==> src/rtl/scan_decoder_if.sv <==
// -----------------------------------------------------------------------------
// scan_decoder_if
// Bundle of the control and output signals of scan_decoder.
//   master : drives en, mode, sel, div (and mask when built with
//            SCAN_DECODER_SKIP_MASK_EN); observes dec_out, idx, tick, wrap,
//            dbg_state.
//   slave  : the decoder side of the same signals.
// Handshake: there is no valid/ready pair. Every input is sampled on each
// rising clk edge, and every output is a register updated on that same edge.
// Optional macro: SCAN_DECODER_SKIP_MASK_EN adds the mask signal
// (OUT_W bits, 1 = skip that position while scanning).
// -----------------------------------------------------------------------------
interface scan_decoder_if #(
   parameter int SEL_W = 3,
   parameter int DIV_W = 16
);
   localparam int OUT_W = 2 ** SEL_W;

   logic             en;
   logic             mode;
   logic [SEL_W-1:0] sel;
   logic [DIV_W-1:0] div;
`ifdef SCAN_DECODER_SKIP_MASK_EN
   logic [OUT_W-1:0] mask;
`endif
   logic [OUT_W-1:0] dec_out;
   logic [SEL_W-1:0] idx;
   logic             tick;
   logic             wrap;
   logic [1:0]       dbg_state;

`ifdef SCAN_DECODER_SKIP_MASK_EN
   modport master (output en, mode, sel, div, mask,
                   input  dec_out, idx, tick, wrap, dbg_state);
   modport slave  (input  en, mode, sel, div, mask,
                   output dec_out, idx, tick, wrap, dbg_state);
`else
   modport master (output en, mode, sel, div,
                   input  dec_out, idx, tick, wrap, dbg_state);
   modport slave  (input  en, mode, sel, div,
                   output dec_out, idx, tick, wrap, dbg_state);
`endif
endinterface

==> src/rtl/scan_decoder.sv <==
// -----------------------------------------------------------------------------
// scan_decoder
// Registered SEL_W-to-2^SEL_W one-hot decoder with a direct mode (decode an
// external select) and a scan mode (a prescaled counter steps the active
// output cyclically, for 7-segment digit and LED-bank multiplexing).
// Ports:
//   clk  : system clock, rising edge
//   rst  : synchronous reset, active-high, priority over all other inputs
//   bus  : scan_decoder_if.slave
//          en, mode, sel, div (+ mask) in; dec_out, idx, tick, wrap,
//          dbg_state (encoded FSM state: 0 IDLE, 1 DIRECT, 2 SCAN) out
// Parameters:
//   SEL_W   : select width, OUT_W = 2**SEL_W outputs
//   DIV_W   : width of the scan period input div
//   ACT_LOW : 1 = outputs active-low
// Optional macro: SCAN_DECODER_SKIP_MASK_EN enables the scan skip mask.
// Without it the decoder behaves as if mask were all zeros.
// -----------------------------------------------------------------------------
module scan_decoder #(
   parameter int SEL_W   = 3,
   parameter int DIV_W   = 16,
   parameter bit ACT_LOW = 1'b0
) (
   input  logic          clk,
   input  logic          rst,
   scan_decoder_if.slave bus
);
   localparam int OUT_W = 2 ** SEL_W;
   localparam logic [OUT_W-1:0] INACTIVE = ACT_LOW ? {OUT_W{1'b1}} : {OUT_W{1'b0}};

   typedef enum logic [1:0] {
      IDLE   = 2'd0,
      DIRECT = 2'd1,
      SCAN   = 2'd2
   } state_e;

   state_e           state_q;
   logic [SEL_W-1:0] idx_q;
   logic [DIV_W-1:0] presc_q;
   logic [OUT_W-1:0] dec_q;
   logic             tick_q;
   logic             wrap_q;

   logic [OUT_W-1:0] mask_w;
   logic             all_masked;
   logic [SEL_W-1:0] step_idx_d;   // next unmasked position after idx_q
   logic [SEL_W-1:0] start_idx_d;  // first unmasked position at or after sel
   logic [SEL_W-1:0] cand_step;
   logic [SEL_W-1:0] cand_start;

`ifdef SCAN_DECODER_SKIP_MASK_EN
   assign mask_w = bus.mask;
`else
   assign mask_w = '0;
`endif

   // Output level for an active position; polarity applied before the register.
   function automatic logic [OUT_W-1:0] drive_level(input logic [SEL_W-1:0] i);
      logic [OUT_W-1:0] oh;
      oh    = '0;
      oh[i] = 1'b1;
      return ACT_LOW ? ~oh : oh;
   endfunction

   // Searches run from the farthest candidate to the nearest, so the last
   // unmasked hit is the nearest one. For the step search, offset OUT_W
   // truncates to idx_q itself, which keeps a lone unmasked position selected.
   always_comb begin
      all_masked  = &mask_w;
      step_idx_d  = idx_q;
      start_idx_d = bus.sel;
      cand_step   = '0;
      cand_start  = '0;
      for (int k = OUT_W; k >= 1; k--) begin
         cand_step = idx_q + SEL_W'(k);
         if (!mask_w[cand_step]) step_idx_d = cand_step;
      end
      for (int k = OUT_W - 1; k >= 0; k--) begin
         cand_start = bus.sel + SEL_W'(k);
         if (!mask_w[cand_start]) start_idx_d = cand_start;
      end
   end

   always_ff @(posedge clk) begin
      if (rst) begin
         state_q <= IDLE;
         idx_q   <= '0;
         presc_q <= '0;
         dec_q   <= INACTIVE;
         tick_q  <= 1'b0;
         wrap_q  <= 1'b0;
      end else if (!bus.en) begin
         state_q <= IDLE;
         presc_q <= '0;
         dec_q   <= INACTIVE;
         tick_q  <= 1'b0;
         wrap_q  <= 1'b0;
      end else if (!bus.mode) begin
         state_q <= DIRECT;
         idx_q   <= bus.sel;
         dec_q   <= drive_level(bus.sel);
         presc_q <= '0;
         tick_q  <= 1'b0;
         wrap_q  <= 1'b0;
      end else if (state_q != SCAN) begin
         // Scan entry: load the start position; no tick for the load itself.
         state_q <= SCAN;
         presc_q <= '0;
         tick_q  <= 1'b0;
         wrap_q  <= 1'b0;
         if (all_masked) begin
            dec_q <= INACTIVE;
         end else begin
            idx_q <= start_idx_d;
            dec_q <= drive_level(start_idx_d);
         end
      end else if (presc_q >= bus.div) begin
         // >= rather than == so a lowered div takes effect on the next cycle.
         presc_q <= '0;
         if (all_masked) begin
            dec_q  <= INACTIVE;
            tick_q <= 1'b0;
            wrap_q <= 1'b0;
         end else begin
            idx_q  <= step_idx_d;
            dec_q  <= drive_level(step_idx_d);
            tick_q <= 1'b1;
            wrap_q <= (step_idx_d <= idx_q);
         end
      end else begin
         presc_q <= presc_q + DIV_W'(1);
         dec_q   <= all_masked ? INACTIVE : drive_level(idx_q);
         tick_q  <= 1'b0;
         wrap_q  <= 1'b0;
      end
   end

   assign bus.dec_out   = dec_q;
   assign bus.idx       = idx_q;
   assign bus.tick      = tick_q;
   assign bus.wrap      = wrap_q;
   assign bus.dbg_state = state_q;

endmodule

==> src/flat_wrapper.sv <==
// flat-port wrapper written by rule: the top's interface ports become plain ports
module scan_decoder_flat 
#(
   parameter int SEL_W   = 3,
   parameter int DIV_W   = 16,
   parameter bit ACT_LOW = 1'b0
)
  (clk, rst, bus_en, bus_mode, bus_sel, bus_div, bus_dec_out, bus_idx, bus_tick, bus_wrap, bus_dbg_state);
  scan_decoder_if #(.SEL_W(SEL_W), .DIV_W(DIV_W)) bus_i ();
  input  logic clk;
  input  logic rst;
  input wire logic [$bits(bus_i.en)-1:0] bus_en;
  input wire logic [$bits(bus_i.mode)-1:0] bus_mode;
  input wire logic [$bits(bus_i.sel)-1:0] bus_sel;
  input wire logic [$bits(bus_i.div)-1:0] bus_div;
  output wire logic [$bits(bus_i.dec_out)-1:0] bus_dec_out;
  output wire logic [$bits(bus_i.idx)-1:0] bus_idx;
  output wire logic [$bits(bus_i.tick)-1:0] bus_tick;
  output wire logic [$bits(bus_i.wrap)-1:0] bus_wrap;
  output wire logic [$bits(bus_i.dbg_state)-1:0] bus_dbg_state;
  assign bus_i.en = bus_en;
  assign bus_i.mode = bus_mode;
  assign bus_i.sel = bus_sel;
  assign bus_i.div = bus_div;
  assign bus_dec_out = bus_i.dec_out;
  assign bus_idx = bus_i.idx;
  assign bus_tick = bus_i.tick;
  assign bus_wrap = bus_i.wrap;
  assign bus_dbg_state = bus_i.dbg_state;
  scan_decoder #(.SEL_W(SEL_W), .DIV_W(DIV_W), .ACT_LOW(ACT_LOW)) u_core (.clk(clk), .rst(rst), .bus(bus_i));
endmodule
==> config.mk <==
export PLATFORM = sky130hd
export DESIGN_NAME = scan_decoder_flat
export DESIGN_NICKNAME = d
export VERILOG_FILES = /design/src/rtl/scan_decoder_if.sv /design/src/rtl/scan_decoder.sv /design/src/flat_wrapper.sv
export SDC_FILE = /design/constraint.sdc
export NUM_CORES = 1
export LEC_CHECK = 0
export BUFFER_PORTS_ARGS = -buffer_cell sky130_fd_sc_hd__buf_2
export CAP_MARGIN = 15
export CORE_MARGIN = 8
export CORE_UTILIZATION = 45
export CTS_BUF_LIST = sky130_fd_sc_hd__clkbuf_8 sky130_fd_sc_hd__clkbuf_16
export DETAILED_ROUTE_END_ITERATION = 10
export MAX_ROUTING_LAYER = met4
export PLACE_DENSITY = 0.67
export SLEW_MARGIN = 10
export SYNTH_ARGS = -nofsm -noshare
export SYNTH_HDL_FRONTEND = slang
export SYNTH_SLANG_ARGS = --single-unit
==> constraint.sdc <==
create_clock -name clk -period 2.8 [get_ports clk]
set_input_delay 0.42 -clock clk [delete_from_list [all_inputs] [get_ports clk]]
set_output_delay 0.42 -clock clk [all_outputs]
set_load 0.1 [all_outputs]
# Yosys cells after proc, flatten, opt, wreduce, memory -nomap -nowiden
# Memory sizes are Yosys's and may differ from the RTL's.
# Cells that the tools add are included.
# totals
wordCells,124
mem_bits_ro,120
output_inout_bits,15
in_bits,23
register_bits,31
memories,15
# mem_list
name,words,width,read_ports,rd_ports_with_merged_regs,wr,line_no,text
(no name shown),8,1,1,0,0,scan_decoder.sv:76,if (!mask_w[cand_step]) step_idx_d = cand_step;
(no name shown),8,1,1,0,0,scan_decoder.sv:76,
(no name shown),8,1,1,0,0,scan_decoder.sv:76,
(no name shown),8,1,1,0,0,scan_decoder.sv:76,
(no name shown),8,1,1,0,0,scan_decoder.sv:76,
(no name shown),8,1,1,0,0,scan_decoder.sv:76,
9 more memories,--,--,--,--,--,--,
# op_classes
magnitude_cmp,24
add_sub_neg,15
reduce_logical,10
muxes,47
eq_ne,3
bitwise,3
# ops
operator,n
< comparator 3 x 4 -> 1 bit (second input constant),18
2-to-1 mux 3 bit,18
adder 3 bit (second input constant),8
2-to-1 mux 8 bit,3
2-to-1 mux 1 bit,22
adder 16 x 1 -> 16 bit (second input constant),1
greater-or-equal comparator 16 bit,1
adder 3 x 2 -> 3 bit (second input constant),4
demux 1 bit (select 3 bit),4
greater-or-equal comparator 3 x 1 -> 1 bit (second input constant),4
OR reduction 5 bit,2
adder 3 x 1 -> 3 bit (second input constant),2
logical AND 1 bit,4
OR reduction 4 bit,1
<= comparator 3 bit,1
!= test 3 x 1 -> 1 bit (second input constant),1
inverter 1 bit,3
OR reduction 3 bit,1
!= test 2 x 1 -> 1 bit (second input constant),1
!= test 2 bit (second input constant),1
AND reduction 2 bit,1
OR reduction 2 bit,1

# Depth between registers and ports, before layout
# logic_depth
word_depth,17
ltp_mapped,9
depth_no_buf,7

# Least setup slack after synthesis
# OpenSTA, ideal clock, no wires.
# synth_path
path_kind,reg-to-reg
start,register u_core.idx_q[1] (netlist: u_core.bus.idx[1])
end,register u_core.idx_q[1] (netlist: u_core.bus.idx[1])
stages_incl_launch_ff,9
t_arrival_ns,2.408
setup_time_ns,0.122
n_path_buf,2
synth_period_minus_slack_ns,2.531
required_ns,2.678
setup_slack_ns,0.269
cell_sequence,dfxtp_1 clkbuf_1 inv_1 ha_1 clkbuf_1 nand2_1 o211ai_1 a31oi_1 a311o_1
# synth_via
elab_chain_cells,13
word_cells_on_any_way,31
classes_between,7 x add/sub; 17 x mux; 7 x memory
# synth_rtl
item,line_no,text
start: declaration,scan_decoder.sv:38,logic [SEL_W-1:0] idx_q;
start signal: assignment,scan_decoder.sv:100,idx_q <= bus.sel;
start signal: assignment,scan_decoder.sv:114,idx_q <= start_idx_d;
start signal: assignment,scan_decoder.sv:125,idx_q <= step_idx_d;
adder 3 bit,scan_decoder.sv:75,cand_step = idx_q + SEL_W'(k);
memory read (8 x 1 bit),--,
2-to-1 mux 1 bit (implied by the code),scan_decoder.sv:76,
2-to-1 mux 3 bit (6 in series),scan_decoder.sv:76,
2-to-1 mux 3 bit (*),scan_decoder.sv:76,
2-to-1 mux 3 bit (*),scan_decoder.sv:117,end else if (presc_q >= bus.div) begin
2-to-1 mux 3 bit (*),scan_decoder.sv:105,end else if (state_q != SCAN) begin
2-to-1 mux 3 bit (*),scan_decoder.sv:98,end else if (!bus.mode) begin
# Every way passes the cells marked *; elsewhere a longest branch is shown, timed or not. The select of a mux whose other input is x is not followed.
# A chain may end at the register's enable or synchronous reset.

# Worst setup path in the final report
# layout_path
start,register u_core.presc_q[0]
end,register u_core.idx_q[0] (netlist: u_core.bus.idx[0])
# layout_via
elab_chain_cells,3
# layout_rtl
item,line_no,text
start: declaration,scan_decoder.sv:39,logic [DIV_W-1:0] presc_q;
start signal: assignment,scan_decoder.sv:131,presc_q <= presc_q + DIV_W'(1);
greater-or-equal comparator 16 bit,scan_decoder.sv:117,
!= test 3 x 1 -> 1 bit (no line),--,
AND reduction 2 bit (no line),--,
# Every way passes these cells.

==> impl_metrics.yaml <==
logic_synthesis:
  synth_cell_types: 41
  ys_warn_count: 0
  ys.flop_type: "dfxtp_1"
  ys_seq_elements: 31
  yosysSeqAreaShare_pct: 29.6
  synth_top_area_share_pct: 29.6
  synth_cells: 247
  yosysMostFrequentCell: "dfxtp_1"
  synth_area_leaders: "dfxtp_1 30%, ha_1 11%, nor3_2 4.8%"
  synth_edf_count: 0
  syn_area_per_cell_um2: 8.49
  mappedNetlistArea_um2: 2100
  ys_async_sr_fraction_pct: 0
  synth_commonest_cells: "31 x dfxtp_1, 19 x ha_1, 18 x inv_1"
  syn-num-nets: 289
  yosysTopAreaCell: "dfxtp_1"
critical_path:
  cp_data_required_time_ns: 3.02
  critPathTopFamily: "compound AO/OA/AOI/OAI gates"
  crit_slowest_cell: "and3_1"
  start_kind: "flip-flop"
  arrival_ns: 2.50
  cp_num_buf_inv: 1
  criticalPathCategory: "flip-flop to flip-flop"
  cp_max_fo: 14
  worstPathCellList: "inv_1, ha_1, nand2b_4, a2111o_1, a31oi_4, and3_1, a311o_1"
  worstSetupEndpointType: "flip-flop"
  cpPeakStageDelay_ns: 0.54
power:
  share_comb_of_total_power_pct: 15.1
  p_leak_uw: 0.00103
  vdd_drop_max_uv: 317
  switchingPower_uw: 246
  intPower_uw: 653
  p_seq_share_pct: 50.7
  p_per_area_nw_per_um2: 380
  finalPower_uw: 899
  clockPowerShare_pct: 34.2
  swShare_pct: 27.3
grt:
  track_usage_pct: 13.8
  grt_pass1_wl_mm: 8.00
  grt.overflow.total: 0
  grt_pass1_vias: 1715
  grt_max_degree: 18
  antenna_found_initial: 0
detailed_routing:
  ant_nets: 0
  drcViolationCount: 0
  drt_iter0_markers: 147
  vias: 1864
  dr.pass1.iters: 4
  routedWlPerCell_um: 13.9
  viasPerCell: 5.60
  finalWirelength_mm: 4.63
layout:
  num_antenna_cells: 0
  multi_input_area_um2: 1320
  fillers: 440
  finalNetCount: 322
  drive_above_1_share_pct: 21.5
  area_growth_pct: 12.8
  seqCellArea_um2: 621
  stdcell_area_um2: 2370
placement:
  dp.final_hpwl_mm: 3.44
  placed_cell_area_um2: 2290
  portBuffers: 37
  gp_congestion: 0.880
sta:
  rsz0062_at_grt: "no"
  hold_violations: 0
  timing.setup.tns_ns: 0
  final.min_clock_period_ns: 2.28
  fin_worst_skew_ns: 0.00680
  slew_viol_final: 0
  fmax_mhz: 439
  whs_ns: 0.331
  slew_headroom_pct: 63.1
  fin_crit_sh_pct: 81.3
  setup_viol: 0
  worst_pin_slew_ns: 0.554
clock_network:
  post_cts_buffers: 0
  cts-htree-levels: 2
  clockRootBuffer: "clkbuf_8"
  numCtsBuffers: 5
  ctsResizeCount: 0
  cts_tree: "yes"
  cts_hold_buf: 0
  cts_sinks: 31
  ctsLongestPathBuffers: 2
  cts.clk_slew.worst_paths_ns: 0.06
  clk_latency_ns: 0.28
worst_hold_path:
  worstHoldPathType: "primary input to flip-flop"
outcome:
  status: "completed"
floorplan:
  die_w_um: 84.3
  die_height_um: 84.3
  placementRows: 25
  core_um2: 4600
  io_pins: 38
  dieArea_um2: 7100
  start_util_pct: 45.6
job:
  drv_cap: 0
[flip-flops by register name, summed over array words and instances, names as in the netlist]
register and count:
u_core.presc_q 16, u_core.bus.dec_out 8, u_core.bus.idx 3, u_core.bus.dbg_state 2, u_core.bus.tick 1, u_core.bus.wrap 1
[stage by stage]
step                util (%)  instances  worst slack, ns
floorplan                  -        247            0.269
detailed placement      49.9        327            0.402
CTS                     51.5        333            0.520
finish                  51.5        333            0.524
global route            51.5        333            0.386
global placement        49.9        327            0.445
[power groups by stage]
stage | Clock, µW | Combinational, µW | Sequential, µW
2_1_floorplan | 0 | 66.9 | 498
3_3_place_gp | 0 | 135 | 465
3_5_place_dp | 0 | 135 | 465
4_1_cts | 321 | 136 | 455
5_1_grt | 345 | 151 | 457
6_report | 307 | 136 | 456
[worst reg2reg max path, delay by kind of cell, from the launching register on]
family / cells / cell delay (ns)
adder cells (fa/ha/maj): 1 / 0.26
buffers and inverters: 1 / 0.06
AND/OR/NAND/NOR: 2 / 0.67
flip-flops: 1 / 0.36
AO/OA/AOI/OAI: 3 / 0.88
[path summary, 6_finish.rpt]
path,to,depth (start not counted),startpoint,slack [ns]
worst min register to register,u_core.presc_q[0],1,u_core.presc_q[0],0.48
worst max register to register,u_core.bus.idx[0],7,u_core.presc_q[0],0.52
worst min-delay path,u_core.bus.dbg_state[0],2,bus_mode,0.33
worst max-delay path,u_core.bus.idx[0],7,u_core.presc_q[0],0.52
[layout by cell type (no fill, tap or decap), drive strengths merged, types with 5 or more instances in the layout]
cell     n
xor2    11
inv     19
and3     5
xnor2    6
nor3    22
nand2   13
nor2    12
nand4   11
a21oi    9
o21ai    8
a31oi   11
dfxtp   31
ha      19
clkbuf   5
nand3   10
buf     42
nand2b   8
[metal layers]
| metal | GRT usage [%] | up-vias | wire [µm] |
|---|---|---|---|
| met5 | - | - | 0 |
| met4 | 3.92 | 0 | 55 |
| met3 | 4.45 | 4 | 347 |
| met2 | 18.5 | 57 | 1860 |
| met1 | 19.1 | 846 | 2370 |
| li1 | - | 957 | - |
[cell type report]
| class | count | share of cell area [%] |
|---|---|---|
| inverter | 18 | 2.85 |
| tap | 54 | 2.85 |
| timing repair buffer | 42 | 9.41 |
| multi-input combinational | 182 | 55.6 |
| clock inverter | 1 | 0.159 |
| sequential | 31 | 26.2 |
| clock buffer | 5 | 2.91 |
[kinds of logic (layout without fill, tap and decap cells)]
group / count (synthesis) / count (layout) / share of synthesized area (%)
AO/OA/AOI/OAI: 49 / 49 / 16.5
AND/OR/NAND/NOR: 97 / 97 / 27.8
buffers and inverters: 34 / 66 / 7.69
flip-flops: 31 / 31 / 29.6
adder cells (fa/ha/maj): 19 / 19 / 11.3
XOR/XNOR: 17 / 17 / 7.10
No activity file was read; power rests on OpenSTA's default activity.
